### config.mk
export PLATFORM = sky130hd
export DESIGN_NAME = packet_rr_arbiter
export DESIGN_NICKNAME = d
export VERILOG_FILES = /design/src/rtl/packet_rr_arbiter_pkg.sv /design/src/rtl/packet_rr_arbiter_rr_pick.sv /design/src/rtl/packet_rr_arbiter.sv
export SDC_FILE = /design/constraint.sdc
export NUM_CORES = 1
export LEC_CHECK = 0
export CAP_MARGIN = 25
export CORE_ASPECT_RATIO = 0.6
export CORE_MARGIN = 5
export CORE_UTILIZATION = 30
export CTS_CLUSTER_DIAMETER = 200
export CTS_CLUSTER_SIZE = 40
export DETAILED_ROUTE_END_ITERATION = 16
export SYNTH_ARGS = -nofsm -noshare
export SYNTH_HDL_FRONTEND = slang
export SYNTH_HIERARCHICAL = 1
export SYNTH_SLANG_ARGS = --single-unit
### constraint.sdc
create_clock -name clk -period 4.5 [get_ports clk]
set_input_delay 0.9 -clock clk [delete_from_list [all_inputs] [get_ports clk]]
set_output_delay 0.9 -clock clk [all_outputs]
set_load 0.02 [all_outputs]
### src/rtl/packet_rr_arbiter_pkg.sv
// Shared flit type codes, mesh port indices and arbiter state encoding.
// Pure declarations: no latency and no backpressure of its own.
package packet_rr_arbiter_pkg;

  localparam logic [2:0] FT_HEADER = 3'b001;
  localparam logic [2:0] FT_BODY   = 3'b010;
  localparam logic [2:0] FT_TAIL   = 3'b100;

  localparam int PORT_L = 0;
  localparam int PORT_N = 1;
  localparam int PORT_E = 2;
  localparam int PORT_S = 3;
  localparam int PORT_W = 4;

  typedef enum logic {
    ST_IDLE,
    ST_LOCKED
  } arb_state_e;

endpackage

### src/rtl/packet_rr_arbiter_rr_pick.sv
// Combinational round-robin picker: first requester at or after i_ptr, wrapping.
// Zero latency; no flow control, the caller decides when the result is used.
module rr_pick #(
  parameter int NUM_IN = 5,
  parameter int IDX_W  = $clog2(NUM_IN)
) (
  input  logic [NUM_IN-1:0] i_req,
  input  logic [IDX_W-1:0]  i_ptr,
  output logic [NUM_IN-1:0] o_winner,
  output logic              o_found
);

  // Pass one covers ptr..NUM_IN-1; pass two then wraps to the low indices.
  always_comb begin
    o_winner = '0;
    o_found  = 1'b0;
    for (int i = 0; i < NUM_IN; i++) begin
      if (!o_found && (i >= int'(i_ptr)) && i_req[i]) begin
        o_winner[i] = 1'b1;
        o_found     = 1'b1;
      end
    end
    for (int i = 0; i < NUM_IN; i++) begin
      if (!o_found && i_req[i]) begin
        o_winner[i] = 1'b1;
        o_found     = 1'b1;
      end
    end
  end

endmodule

### src/rtl/packet_rr_arbiter.sv
// Wormhole output-port arbiter: round-robin grant held for a whole packet.
// Grant 1 cycle after req; holds while fire is low, released by tail/count/watchdog.
module packet_rr_arbiter
  import packet_rr_arbiter_pkg::*;
#(
  parameter int NUM_IN    = 5,
  parameter int LEN_W     = 12,
  parameter int FT_W      = 3,
  parameter int STALL_MAX = 64,
  parameter int IDX_W     = $clog2(NUM_IN)
) (
  input  logic                    clk,
  input  logic                    rst,
  input  logic [NUM_IN-1:0]       req,
  input  logic [NUM_IN*FT_W-1:0]  flit_type,
  input  logic [NUM_IN*LEN_W-1:0] length,
  input  logic                    fire,
  output logic [NUM_IN-1:0]       grant,
  output logic [IDX_W-1:0]        grant_idx,
  output logic                    idle,
  output logic                    stall_abort
);

  localparam int STALL_W = (STALL_MAX > 0) ? $clog2(STALL_MAX + 1) : 1;

  arb_state_e          r_state;
  logic [NUM_IN-1:0]   r_grant;
  logic [IDX_W-1:0]    r_grant_idx;
  logic [IDX_W-1:0]    r_ptr;
  logic                r_idle;
  logic                r_stall_abort;
  logic [LEN_W-1:0]    r_remaining;
  logic [STALL_W-1:0]  r_stall_cnt;

  logic [FT_W-1:0]     w_gnt_ft;
  logic [LEN_W-1:0]    w_gnt_len;
  logic                w_gnt_req;
  logic                w_is_hdr;
  logic                w_is_tail;
  logic                w_pkt_done;
  logic                w_stall_expire;
  logic                w_release;
  logic [IDX_W-1:0]    w_next_ptr;
  logic [IDX_W-1:0]    w_arb_ptr;
  logic [NUM_IN-1:0]   w_win;
  logic [IDX_W-1:0]    w_win_idx;
  logic                w_found;

  always_comb begin
    w_gnt_ft  = '0;
    w_gnt_len = '0;
    w_win_idx = '0;
    for (int i = 0; i < NUM_IN; i++) begin
      if (r_grant[i]) begin
        w_gnt_ft  = flit_type[i*FT_W +: FT_W];
        w_gnt_len = length[i*LEN_W +: LEN_W];
      end
      if (w_win[i]) w_win_idx = IDX_W'(i);
    end
  end

  assign w_gnt_req  = |(req & r_grant);
  assign w_is_hdr   = (w_gnt_ft == FT_W'(FT_HEADER));
  assign w_is_tail  = (w_gnt_ft == FT_W'(FT_TAIL));
  assign w_pkt_done = fire && (w_is_tail ||
                               (w_is_hdr && (w_gnt_len <= LEN_W'(1))) ||
                               (!w_is_hdr && (r_remaining == LEN_W'(1))));
  // Fires on the STALL_MAX-th consecutive starved cycle, so the grant moves on that edge.
  assign w_stall_expire = (STALL_MAX > 0) && (r_state == ST_LOCKED) && !w_gnt_req && !fire &&
                          (int'(r_stall_cnt) == STALL_MAX - 1);
  assign w_release  = (r_state == ST_LOCKED) && (w_pkt_done || w_stall_expire);
  assign w_next_ptr = (r_grant_idx == IDX_W'(NUM_IN - 1)) ? '0 : r_grant_idx + 1'b1;
  assign w_arb_ptr  = (r_state == ST_LOCKED) ? w_next_ptr : r_ptr;

  rr_pick #(
    .NUM_IN (NUM_IN),
    .IDX_W  (IDX_W)
  ) u_rr_pick (
    .i_req    (req),
    .i_ptr    (w_arb_ptr),
    .o_winner (w_win),
    .o_found  (w_found)
  );

  always_ff @(posedge clk) begin
    if (rst) begin
      r_state       <= ST_IDLE;
      r_grant       <= '0;
      r_grant_idx   <= '0;
      r_ptr         <= '0;
      r_idle        <= 1'b1;
      r_stall_abort <= 1'b0;
      r_remaining   <= '0;
      r_stall_cnt   <= '0;
    end else begin
      r_stall_abort <= w_stall_expire;
      case (r_state)
        ST_IDLE: begin
          if (w_found) begin
            r_grant     <= w_win;
            r_grant_idx <= w_win_idx;
            r_idle      <= 1'b0;
            r_remaining <= '0;
            r_stall_cnt <= '0;
            r_state     <= ST_LOCKED;
          end
        end
        ST_LOCKED: begin
          if (w_release) begin
            r_ptr       <= w_next_ptr;
            r_remaining <= '0;
            r_stall_cnt <= '0;
            if (w_found) begin
              r_grant     <= w_win;
              r_grant_idx <= w_win_idx;
            end else begin
              r_grant     <= '0;
              r_grant_idx <= '0;
              r_idle      <= 1'b1;
              r_state     <= ST_IDLE;
            end
          end else begin
            if (fire) begin
              if (w_is_hdr)
                r_remaining <= w_gnt_len - 1'b1;
              else if (r_remaining != '0)
                r_remaining <= r_remaining - 1'b1;
            end
            if (fire || w_gnt_req)
              r_stall_cnt <= '0;
            else if (STALL_MAX > 0)
              r_stall_cnt <= r_stall_cnt + 1'b1;
          end
        end
        default: r_state <= ST_IDLE;
      endcase
    end
  end

  assign grant       = r_grant;
  assign grant_idx   = r_grant_idx;
  assign idle        = r_idle;
  assign stall_abort = r_stall_abort;

endmodule

Word-level counts from Yosys, hierarchy flattened. Index checks and enable logic that the tools add are counted.

Bits in registers: 33. Input port bits: 83. Output and inout port bits: 10. Logic and storage cells: 133.

Add/subtract/negate cells: 4. Order comparisons: 6. Equality and inequality tests: 10. Muxes and demuxes: 60. Bitwise operators: 2. Reductions and logical operators: 43.

Operators by type and width (count): 12-bit two-way mux (10); 3-bit two-way mux (13); 1-bit two-way mux (25); 12-bit case mux with 2 select lines (1); 12-bit by 1-bit subtractor with 12-bit output, second input constant (2); 1-bit logical AND (21); 7-bit two-way mux (3); 5-bit two-way mux (3); 7-bit case mux with 2 select lines (1); 12-bit by 1-bit equality test with 1-bit output, second input constant (1); 12-bit by 1-bit <= comparator with 1-bit output, second input constant (1); 1-bit logical NOT (12); 12-bit nonzero test (1); 5-bit case mux with 2 select lines (1); 7-bit by 1-bit adder with 7-bit output, second input constant (1); 7-bit equality test, second input constant (1); 3-bit equality test, second input constant (2); 1-bit by 3-bit greater-or-equal comparator with 1-bit output, first input constant (2); 2-bit by 3-bit greater-or-equal comparator with 1-bit output, first input constant (2); 3-bit case mux with 2 select lines (1); 3-bit AND reduction (2); 5-bit AND (1); 5-bit OR reduction (1); 1-bit logical OR (4); 10 further kinds (13).

Depth between registers and ports, before layout.
Depth after elaboration: 41. Depth in mapped cells: 15.

Modules after synthesis. The synthesis kept the hierarchy.

Modules (own cells, without submodules): packet_rr_arbiter (times used 1, cells each 365, area each 2800.2 µm², seq. area each 640.6 µm²); rr_pick (times used 1, cells each 34, area each 186.4 µm², seq. area each 0.0 µm²).

Least setup slack after synthesis. No wires, ideal clock.

Kind: input-to-reg. Start point: input port length[24]. End point: register r_remaining[2]. Library setup time: 74 ps. Arrival time: 3317 ps. Data required time: 4426 ps. Setup slack: 1109 ps. Stages: 12. Cell sequence: and2_1 > a2111o_1 > nand2_1 > inv_1 > ha_1 > o221a_2 > o211a_1 > and4_4 > a2111oi_4 > nor2_2 > or3b_1 > a31oi_1.

Longest elaborated chain between the ends: 12.

Ends and longest elaborated chain: start, declared (line packet_rr_arbiter.sv:16) `input logic [NUM_IN*LEN_W-1:0] length,`; 12-bit two-way mux (*) (3 in a row) (line packet_rr_arbiter.sv:54) `if (r_grant[i]) begin`; 12-bit by 1-bit <= comparator with 1-bit output (line packet_rr_arbiter.sv:66) `(w_is_hdr && (w_gnt_len <= LEN_W'(1))) ||`; 1-bit logical AND (line packet_rr_arbiter.sv:66); 1-bit logical OR (line packet_rr_arbiter.sv:65) `assign w_pkt_done = fire && (w_is_tail ||`; 1-bit logical OR (line packet_rr_arbiter.sv:66); 1-bit logical AND (line packet_rr_arbiter.sv:65); 1-bit logical OR (line packet_rr_arbiter.sv:71) `assign w_release = (r_state == ST_LOCKED) && (w_pkt_done || w_stall_expire);`; 1-bit logical AND (line packet_rr_arbiter.sv:71); 4-bit by 1-bit != test with 1-bit output (no source line), or another cell as far along; 3-bit AND reduction (no source line) / 12-bit case mux with 2 select lines (equally long branches); end signal, assigned (line packet_rr_arbiter.sv:125) `r_remaining <= w_gnt_len - 1'b1;`; end signal, assigned (line packet_rr_arbiter.sv:127) `r_remaining <= r_remaining - 1'b1;`; end, declared (line packet_rr_arbiter.sv:32) `logic [LEN_W-1:0] r_remaining;`.

Every way passes the cells marked *; elsewhere a longest branch is shown, timed or not. The select of a mux whose other input is x is not followed. A chain may end at the register's enable or synchronous reset.

Final worst setup path. Same ends and word-level chain as after synthesis.

==> results.md <==
Routing:
- The detailed router used layers up to and including met4.
- The post-detailed-route DRC marker count is 0.
- For this block, the routed nets add up to 10.34 mm of wire.
- In this run, the number of DRC markers left after iteration 0 of detailed routing was 201.
- The via count normalized by instance count is around 5.4.
- The wire length on met3 is 718 µm.
- Summed over all nets, wire length on met2 after detailed routing comes to ~4.3 mm.
- The post-route antenna net violation count is 0.
- The detailed-route via count is roughly 3400.
- The routed metal-1 wire length is 5.196 mm.
- The mean routed wirelength per cell is between 15 and 20 µm.
- The total iterations of the first detailed-routing run is 5.

Die:
- The number of core rows is 28.
- The die is 138.8 µm wide.
- The initial core utilization is 30.56%.
- The placeable core area is 9774 µm².
- The die area is approximately 12000 µm².
- The chip height is 87.29 µm.
- The boundary pin count is 93.

Finish:
- The total number of nets in the final design is 577.
- After the flow finishes, the layout carries non-filler instances totaling between 600 and 700.
- The number of antenna diodes in the final layout is 0.
- The area growth from synthesis to final layout is 40.68%.
- The proportion of layout cells with a drive suffix above 1 is 6.366%.

Critical path:
- The largest single stage delay on the critical path is 0.49 ns.
- Data on the critical path arrives at its endpoint at 3.95 ns.
- The worst endpoint required time is roughly 4.7 ns.
- The critical path endpoint category is a flop.
- STA classifies the critical path startpoint as a primary input.
- The largest individual stage delay along the critical path comes from the cell sky130_fd_sc_hd__a2111oi_4.
- By startpoint and endpoint, the worst setup path is classified as primary input to flop.
- Traced cell by cell, the critical path runs through clkdlybuf4s50_1 -> and2_1 -> a2111o_1 -> nand2_1 -> inv_1 -> ha_1 -> o221a_2 -> o211a_1 -> and4_4 -> a2111oi_4 -> nor2_2 -> or3b_1 -> a31oi_1.
- Grouping stages by cell kind, the critical path spends the most delay in compound AO/OA/AOI/OAI gates.
- The largest fanout on the critical path is 5.
- The number of buffers and inverters on the critical path is 2.

Clock network:
- The cell sitting at the root of the clock tree is a sky130_fd_sc_hd__clkbuf_16.
- Counting along the longest clock path gives a buffer depth of 2.
- The number of clock sinks is 32.
- Gates resized during post-CTS repair numbered 0.
- The clock transition at the register clock pins on the worst setup and hold paths after CTS is about 0.05 ns.
- The clock latency reported for the late side of the worst-skew pair is between 0.2 and 0.3 ns.
- TritonCTS built the clock tree.
- Post-CTS timing repair inserted 0 buffers for setup.
- In this run the number of H-tree levels came out at 2.
- The number of hold buffers added after CTS is 0.
- TritonCTS created 5 clock buffers.

Yosys:
- Sorting the synthesized cells by how often they occur yields 35 x sky130_fd_sc_hd__a21oi_1, 33 x sky130_fd_sc_hd__nor2_1, 32 x sky130_fd_sc_hd__dfxtp_1, 31 x sky130_fd_sc_hd__nand2_1, 23 x sky130_fd_sc_hd__inv_1.
- The synthesized flop and latch total is 32.
- The synthesized instance count is 399.
- For this run, the leading register cell type out of synthesis is sky130_fd_sc_hd__dfxtp_1.
- The leading cell type by number of instances after synthesis is sky130_fd_sc_hd__a21oi_1.
- The portion of synthesized cell area occupied by the leading cell type is a little over a fifth.
- The synthesized netlist contains slightly below 70 unique library cells.
- The sequential fraction of the synthesis area is 21.45%.
- The number of nets in the synthesized netlist is 490.
- After synthesis the cells add up to 2987 µm².
- For this run, asynchronously set or reset flops after synthesis account for 0%.
- Yosys attributes the largest share of cell area to sky130_fd_sc_hd__dfxtp_1 21%, sky130_fd_sc_hd__a21oi_1 5.9%, sky130_fd_sc_hd__nor2_1 4.1%.
- The synthesized design spends more area on one cell type than any other, namely sky130_fd_sc_hd__dfxtp_1.
- In this run the mean area of a mapped cell was around 7.5 µm².
- The count of flip-flops with a built-in enable after synthesis is 0.
- The Yosys step of the flow raised 6 warnings.

STA:
- The final-layout setup total negative slack is 0 ns.
- The setup violation total in the final timing report is 0.
- The final clock period utilization by the worst path is between 80% and 90%.
- The achievable frequency is approximately 270 MHz.
- The worst-case clock skew is 0.003630 ns.
- Headroom to the max-slew limit came out at approximately 53%.
- The number of pins exceeding their max-slew limit in the final report is 0.
- Across all hold checks on the routed design, the worst slack comes to 0.4784 ns.
- The hold violation total from the final report is 0.
- The minimum clock period is ~3.8 ns.
- Setup repair after global routing left no endpoint under its margin.
- For the pin with the worst max-slew slack, the measured transition is 0.7025 ns.

Pwr:
- The cell-internal power is 1129 µW.
- The share of total power dissipated in combinational logic is 59.6%.
- The maximum ir drop on the vdd rail is roughly 0.2 mV.
- For this design the static power due to leakage is between 0.0015 and 0.002 µW.
- The proportion of power drawn by the clock network is 19.5%.
- Net switching is 42.38% of the power.
- The fraction of power consumed by sequential logic is between 20% and 30%.
- In this run the power density over the cells is between 400 and 500 nW/µm².
- The net switching power of the design is roughly 830 µW.

Place:
- The weighted congestion reported at the end of routability-driven placement is 0.8736.
- The number of input and output port buffers inserted is between 90 and 100.
- Counting tap cells, the placed design contains a total of a little over 600 instances.
- Once detailed placement completed, the half-perimeter wirelength came to approximately 8.2 mm.

Status:
- The run finished with clean final reports.

Worst hold path:
- In this run the worst hold path is classified as flop to flop.

Global routing:
- The first global-routing pass estimated 16.76 mm of wire.
- The initial antenna violation count is 0.
- The total overflow reported by the global router is 0.
- The via count of the first global-routing pass is around 3300.
- The pin count of the biggest net entering global routing is 27.
- The overall track demand over capacity in global routing is between 10% and 20%.

Run:
- The tool flagged a number of max-cap violations equal to 0.
worst paths after layout:
path | slack [ns] | to | cells after the start | from
worst max register to register | 0.76 | r_remaining[2]$_SDFFE_PP0P_ | 12 | grant[3]$_SDFFE_PP0P_
worst min-delay path | 0.48 | r_remaining[7]$_SDFFE_PP0P_ | 1 | r_remaining[7]$_SDFFE_PP0P_
worst min register to register | 0.48 | r_remaining[7]$_SDFFE_PP0P_ | 1 | r_remaining[7]$_SDFFE_PP0P_
worst max-delay path | 0.74 | r_remaining[2]$_SDFFE_PP0P_ | 13 | length[24]
power by group through the flow:
stage          registers, µW  clock network (µW)  logic [µW]
2_1_floorplan            393                   0         833
3_3_place_gp             411                   0        1140
3_5_place_dp             412                   0        1150
4_1_cts                  406                 395        1160
5_1_grt                  417                 407        1310
6_report                 409                 383        1170
per-layer routing:
metal,track usage [%],vias up
li1,-,1675
met1,23.85,1574
met2,26.16,105
met3,4.388,9
met4,4.085,0
met5,0,-
per-stage QoR:
stage               total power [µW]  utilization, %  cell area, µm²  worst slack, ns
detailed placement              1563           41.19            4026           0.2425
global route                    2130           42.99            4202           0.5132
CTS                             1962           42.91            4194           0.5310
finish                          1960           42.99            4202           0.7419
floorplan                       1226               -            2987            1.109
global placement                1553           41.19            4026           0.3842
cells in the final DEF (no fill, tap or decap), drive strengths merged, types with 10 or more instances in the layout:
master         count
clkdlybuf4s50     92
a21oi             35
nor2              35
dfxtp             32
nand2             31
inv               23
nand3             20
o21ai             13
nand3b            11
and2              10
sequential cells by signal, indices dropped and copies added (netlist names):
| signal | cells |
|---|---|
| r_remaining | 12 |
| grant_idx | 2 |
| grant | 5 |
| r_state | 1 |
| idle | 1 |
| r_stall_cnt | 7 |
| stall_abort | 1 |
| r_ptr | 3 |
cells by family after synthesis:
family | Yosys count | synth area share [%]
adders and majority gates | 8 | 3.352
AOI/OAI and AO/OA | 129 | 31.88
DFF | 32 | 21.45
muxes | 10 | 3.477
xor gates and xnor gates | 11 | 3.226
and+or+nand+nor | 164 | 29.79
buffers and inverters | 45 | 6.828
area by class of cell:
cell class	count	area [µm²]
clock buffer	5	125.1
clock inverter	3	42.54
fill	988	5573
inverter	23	86.33
multi-input combinational	322	2142
sequential	32	640.6
tap	135	168.9
timing repair buffer	102	996.0
Note: power is estimated with default switching activity, not from simulation.
